===== src/rtl/fb_ahb_slave.sv =====
// rtl/fb_ahb_slave.sv - AHB-Lite pixel write slave feeding a buffered framebuffer memory port
// Optional ERROR response for invalid transfers: define FB_SLV_ERR_RESP_EN.
module fb_ahb_slave #(
    parameter logic [31:0] BASE_ADDR  = 32'h0000_0000,
    parameter int          FIFO_DEPTH = 4
) (
    input  logic        clk,
    input  logic        n_rst,
    input  logic        HSEL,
    input  logic [31:0] HADDR,
    input  logic [1:0]  HTRANS,
    input  logic        HWRITE,
    input  logic [2:0]  HSIZE,
    input  logic [31:0] HWDATA,
    input  logic        HREADY,
    output logic        HREADYOUT,
    output logic        HRESP,
    output logic [31:0] HRDATA,
    output logic        mem_wen,
    output logic [8:0]  mem_x,
    output logic [8:0]  mem_y,
    output logic [23:0] mem_wdata,
    input  logic        mem_ready
);

    localparam int          PW       = $clog2(FIFO_DEPTH);
    localparam int          CW       = PW + 1;
    localparam logic [31:0] FB_BYTES = 32'd614400;

    typedef enum logic [2:0] {
        IDLE,
        DATA,
`ifdef FB_SLV_ERR_RESP_EN
        ERR1,
        ERR2,
`endif
        STALL
    } state_t;

`ifdef FB_SLV_ERR_RESP_EN
    localparam state_t BAD_NEXT = ERR1;
`else
    localparam state_t BAD_NEXT = IDLE;
`endif

    state_t state;

    logic [31:0] offset;
    logic        xfer_ok;
    logic [11:0] blk;
    logic [28:0] y_prod;
    logic [8:0]  addr_y;
    logic [19:0] row_base;
    logic [19:0] row_off;
    logic [8:0]  addr_x;

    assign offset  = HADDR - BASE_ADDR;
    assign xfer_ok = HWRITE && (HSIZE == 3'b010) && (HADDR[1:0] == 2'b00) &&
                     (HADDR >= BASE_ADDR) && (offset < FB_BYTES);

    // offset/1280 == (offset>>8)/5; the reciprocal multiply is exact for in-range offsets
    assign blk      = offset[19:8];
    assign y_prod   = {17'd0, blk} * 29'd52429;
    assign addr_y   = y_prod[26:18];
    assign row_base = {11'd0, addr_y} * 20'd1280;
    assign row_off  = offset[19:0] - row_base;
    assign addr_x   = row_off[10:2];

    logic [8:0]    cap_x;
    logic [8:0]    cap_y;
    logic [41:0]   fifo_mem [FIFO_DEPTH];
    logic [PW-1:0] wr_ptr;
    logic [PW-1:0] rd_ptr;
    logic [PW-1:0] nxt_rd;
    logic [CW-1:0] count;
    logic [CW-1:0] nxt_count;
    logic [41:0]   push_entry;
    logic [41:0]   head_next;
    logic          pop;
    logic          space;
    logic          in_data;
    logic          push;
    logic          capture;

    assign pop        = mem_wen & mem_ready;
    assign space      = (count != CW'(FIFO_DEPTH)) | pop;
    assign in_data    = (state == DATA) || (state == STALL);
    assign push       = in_data & space;
    assign push_entry = {cap_x, cap_y, HWDATA[23:0]};
    assign capture    = HSEL & HREADY & HTRANS[1] & HREADYOUT;
    assign nxt_rd     = rd_ptr + PW'(pop);
    assign nxt_count  = count + CW'(push) - CW'(pop);
    // The registered head must see an entry written this same cycle
    assign head_next  = (push && (wr_ptr == nxt_rd)) ? push_entry : fifo_mem[nxt_rd];

    always_comb begin
        HREADYOUT = 1'b1;
        HRESP     = 1'b0;
        case (state)
            DATA, STALL: HREADYOUT = space;
`ifdef FB_SLV_ERR_RESP_EN
            ERR1: begin
                HREADYOUT = 1'b0;
                HRESP     = 1'b1;
            end
            ERR2: HRESP = 1'b1;
`endif
            default: ;
        endcase
    end

    assign HRDATA = 32'h0;

    always_ff @(posedge clk) begin
        if (n_rst) begin
            state     <= IDLE;
            wr_ptr    <= '0;
            rd_ptr    <= '0;
            count     <= '0;
            cap_x     <= '0;
            cap_y     <= '0;
            mem_wen   <= 1'b0;
            mem_x     <= '0;
            mem_y     <= '0;
            mem_wdata <= '0;
        end else begin
            if (push) begin
                fifo_mem[wr_ptr] <= push_entry;
                wr_ptr           <= wr_ptr + PW'(1);
            end
            rd_ptr  <= nxt_rd;
            count   <= nxt_count;
            mem_wen <= (nxt_count != '0);
            {mem_x, mem_y, mem_wdata} <= head_next;
            if (capture) begin
                cap_x <= addr_x;
                cap_y <= addr_y;
            end
            if (in_data && !space) begin
                state <= STALL;
            end
`ifdef FB_SLV_ERR_RESP_EN
            else if (state == ERR1) begin
                state <= ERR2;
            end
`endif
            else if (capture) begin
                state <= xfer_ok ? DATA : BAD_NEXT;
            end else begin
                state <= IDLE;
            end
        end
    end

    logic unused_bits;
    assign unused_bits = ^{HTRANS[0], HWDATA[31:24], y_prod[28:27], y_prod[17:0],
                           row_off[19:11], row_off[1:0]};

endmodule


===== config.mk =====
export PLATFORM = sky130hd
export DESIGN_NAME = fb_ahb_slave
export DESIGN_NICKNAME = d
export VERILOG_FILES = /design/src/rtl/fb_ahb_slave.sv
export SDC_FILE = /design/constraint.sdc
export NUM_CORES = 1
export LEC_CHECK = 0
export CORE_UTILIZATION = 50
export CTS_CLUSTER_DIAMETER = 60
export DETAILED_ROUTE_END_ITERATION = 16
export PLACE_DENSITY = 0.74
export SLEW_MARGIN = 20
export SYNTH_ARGS = -nofsm -noshare
export SYNTH_HDL_FRONTEND = slang
export SYNTH_SLANG_ARGS = --single-unit

===== constraint.sdc =====
create_clock -name clk -period 6.05 [get_ports clk]
set_input_delay 1.21 -clock clk [delete_from_list [all_inputs] [get_ports clk]]
set_output_delay 1.21 -clock clk [all_outputs]
set_load 0.05 [all_outputs]

==> qor_table.md <==
| Stage | Item | Reported |
|:---|:---|:---|
| finish | Area of combinational cells with multiple inputs | 4915 sq um |
| global route | Via count of the first global-routing pass | 7553 |
| drt | Post-route antenna net violation count | 0 |
| finish | Diodes inserted | 0 |
| timing | Count of endpoints failing hold in the final timing report | 0 |
| yosys | Average footprint of a synthesized cell | 13.28 sq um |
| power and ir drop | Power, Total | 0.006472 W |
| finish | Final net count | 1282 |
| finish | Most common library cell in the layout ignoring fill and taps | edfxtp_1 |
| place | Hpwl dp | 16230 microns |
| die | Horizontal die dimension | 155.3 microns |
| timing | Worst rel slew slack | 36.21% |
| yosys | Adder-cell share of the synthesized area | 16.27% |
| yosys | Post-synthesis instance area | 11750 sq um |
| yosys | Cells after Synth | 885 |
| power and ir drop | Net switching power figure | 0.002229 W |
| worst setup path | Worst path arrival time | 6210 ps |
| finish | Final Instance Count excl. Fillers | 1409 |
| place | Count of buffers inserted at the top-level ports | 109 |
| clocking | Number of hold buffers added after CTS | 0 |
| yosys | Main combinational cell family by area after synthesis | adder cells |
| finish | Filler instances | 1696 |
| die | Area of the core | 22850 sq um |
| place | Placed cell areas | 13660 sq um |
| yosys | Fraction of synthesized area in multiplexers | 8.135% |
| power and ir drop | Switching part of the total | 34.44% |
| finish | Final cell area excluding filler cells | 14660 sq um |
| power and ir drop | Power share of the sequential group | 29.3% |
| die | Total Die Area | 24120 sq um |
| global route | Antenna violations before repair | 0 |
| drt | Total DRC errors in the routed layout | 0 |
| finish | Core utilization of the finished layout | 64.15% |
| worst setup path | Critical path capture point type | register |
| worst setup path | Reg-to-reg setup timing slack | 3470 ps |
| clocking | Number of sinks driven by the clock tree | 238 |
| drt | Vias per inst | 5.149 |
| job | Total of max-cap violations | 0 |
| clocking | Clock latency at the later pin of the worst-skew pair | 510 ps |
| timing | Maximum clock frequency | 0.1717 GHz |
| die | Top-level port count | 152 |
| global route | Maximum number of pins on one net before global-route repair | 74 |
| power and ir drop | Power density cells | 441.6 nW/um^2 |
| clocking | Number of H-tree levels | 1 |
| clocking | CTS tree | built |
| power and ir drop | P_leak | 5.848 nW |
| clocking | Master cell of the clock root buffer | clkbuf_16 |
| timing | Actual slew at the worst max-slew pin | 956.8 ps |
| worst setup path | Peak fanout along the critical path | 4 |
| yosys | Number of synthesized flops with an enable pin | 168 |
| finish | Register Area | 6446 sq um |
| yosys | Sequential-to-total area share from yosys stat | 54.86% |
| place | Placed Instances | 1361 |
| finish | Ratio of cells with drive above 1 in the final layout | 19.71% |
| yosys | Post-Synth XOR/XNOR Area | 1.512% |
| worst setup path | CP required | 6440 ps |
| drt | Routed Wire Length | 23960 microns |
| clocking | Clk slew on worst S/H paths | 60 ps |
| global route | Global-route wire length before repair | 38740 microns |
| power and ir drop | Internal cell power | 0.004244 W |
| die | Starting density of the core | 51.43% |
| clocking | Inserted Clock Buffers | 23 |
| worst hold path | Worst Hold Class | register to register |
| timing | Post-route clock skew | 10.91 ps |
| yosys | Post-Synth Simple-Gate Area | 7.550% |
| power and ir drop | Combinational share of power | 49.3% |
| yosys | Share of flip-flops with an asynchronous set or reset | 0% |
| finish | Commonest cells after routing, fill and taps aside | edfxtp_1, nand2_1, clkdlybuf4s50_1 |
| global route | Total global-route track usage | 20.62% |
| die | Die height | 155.3 microns |
| drt | First-pass iteration count of the detailed router | 4 |
| status | Outcome | completed |
| yosys | Ys flop type | edfxtp_1 |
| timing | Final setup viols | 0 |
| drt | Number of DRC markers in iteration 0 | 361 |
| yosys | FF+latch count, synth | 238 |
| power and ir drop | VDD IR-drop max | 282.6 uV |
| place | RD Place Congestion | 0.8466 |
| clocking | Worst-case clock buffer depth | 3 |
| drt | Detailed-route wire length per cell | 17.01 microns |
| global route | Total congestion overflow | 0 |
| worst setup path | Critical Path Source Type | input port |
| yosys | Distinct cell type count after synthesis | 56 |
| timing | Clock period minus worst slack | 5825 ps |
| yosys | Compound-gate portion of the synthesized area | 5.399% |
| timing | Number of slew-limit violations in the final report | 0 |
| die | Number of rows in the core area | 55 |
| drt | Vias post-DR | 7255 |
| yosys | Warning count from the yosys run | 0 |
| finish | Synth-to-layout area growth | 24.74% |
| timing | Share of the clock period used by the worst path | 96.27% |
| power and ir drop | Share of power burned in the clock network | 21.4% |
| worst setup path | Critical path type | input port to register |
[cell type report]
type / count / area share, %
repair buffers: 201 / 12.31
multi-input cells: 519 / 33.53
inverters: 97 / 2.484
well taps: 313 / 2.672
clock buffers: 26 / 4.004
clock inverters: 15 / 1.016
flip-flops and latches: 238 / 43.98
[state kept, by name, indices dropped and copies added, names as in the netlist]
signal / count
cap_x: 9
cap_y: 9
count: 3
fifo_mem: 168
mem_wdata: 24
mem_wen: 1
mem_x: 9
mem_y: 9
rd_ptr: 2
state: 2
wr_ptr: 2
[stage by stage]
step                      setup TNS, ps  setup slack (ps)  hold WS (ps)
after floorplan                       0             2.381         466.7
after detailed placement          -2903            -797.2         513.1
after CTS                             0             2.887         518.8
after global placement            -2503            -614.9         501.2
after global routing             -19.73            -19.73         542.5
final                                 0             225.5         516.9
[power by group through the flow]
stage / Sequential, W / Clock (W) / Combinational [W]
6_report: 0.00190 / 0.00138 / 0.00319
3_5_place_dp: 0.00193 / 0 / 0.00286
3_3_place_gp: 0.00193 / 0 / 0.00280
4_1_cts: 0.00190 / 0.00140 / 0.00311
2_1_floorplan: 0.00212 / 0 / 0.00168
5_1_grt: 0.00191 / 0.00146 / 0.00353
[final timing paths]
path	end	startpoint	cells past startpoint
max	cap_y[5]	HADDR[14]	20
min	mem_x[3]	cap_x[3]	2
max reg2reg	mem_wdata[15]	mem_wen	9
min reg2reg	mem_x[3]	cap_x[3]	2
[kinds of logic (layout without fill, tap and decap cells)]
kind of cell | after synthesis | in the layout
DFF | 238 | 238
and+or+nand+nor | 194 | 194
buffers and inverters | 160 | 339
adders and majority gates | 127 | 127
AOI/OAI and AO/OA | 105 | 105
muxes | 43 | 43
xor gates and xnor gates | 17 | 17
other | 1 | 33
[routing by layer]
layer	track usage [%]	wire, microns	vias up
met5	0	0	-
met3	2.284	1289	38
met2	39.04	12600	218
met1	24.90	9576	3542
li1	-	-	3457
met4	5.369	500	0
[what timing repair did]
action,CTS,global route
pin swaps,15,20
setup buffers,4,3
resized for setup,20,20
endpoints found under the setup margin,1,3
[worst max-delay path, stage by stage]
cell and delay [ps]:
clkdlybuf4s50_1 490, ha_1 270, ha_1 340, inv_1 70, fa_1 540, inv_1 60, fa_1 570, fa_1 430
ha_1 340, a21oi_1 190, o21a_1 170, o211ai_1 160, buf_4 170, buf_4 120, buf_4 120, buf_4 120
or4_4 480, o221ai_2 180, or4_1 150, nand3_1 70
[Yosys cell counts (all sizes together), types with 2 or more instances]
library cell	n	share of area (%)
edfxtp	168	43
nand4	6	0.32
dfxtp	70	12
o211ai	3	0.19
a21oi	66	2.8
and2	8	0.43
o31ai	4	0.37
nand4b	2	0.15
xnor2	8	0.60
nand3b	4	0.26
nor2b	4	0.21
nor3b	2	0.13
nor2	22	0.72
nor4b	2	0.15
mux4	42	8.1
o21ai	7	0.33
a31oi	4	0.21
and4	3	0.26
nand2	117	3.8
nand3	10	0.43
a21o	6	0.38
ha	84	8.9
fa	43	7.3
clkbuf	24	0.77
a211oi	4	0.30
o21bai	2	0.13
buf	39	2.4
nor3	3	0.13
or4	3	0.19
nor4	3	0.16
inv	97	3.1
and3	3	0.16
xor2	8	0.72
a211o	3	0.22
(Power assumes the default switching activity.)
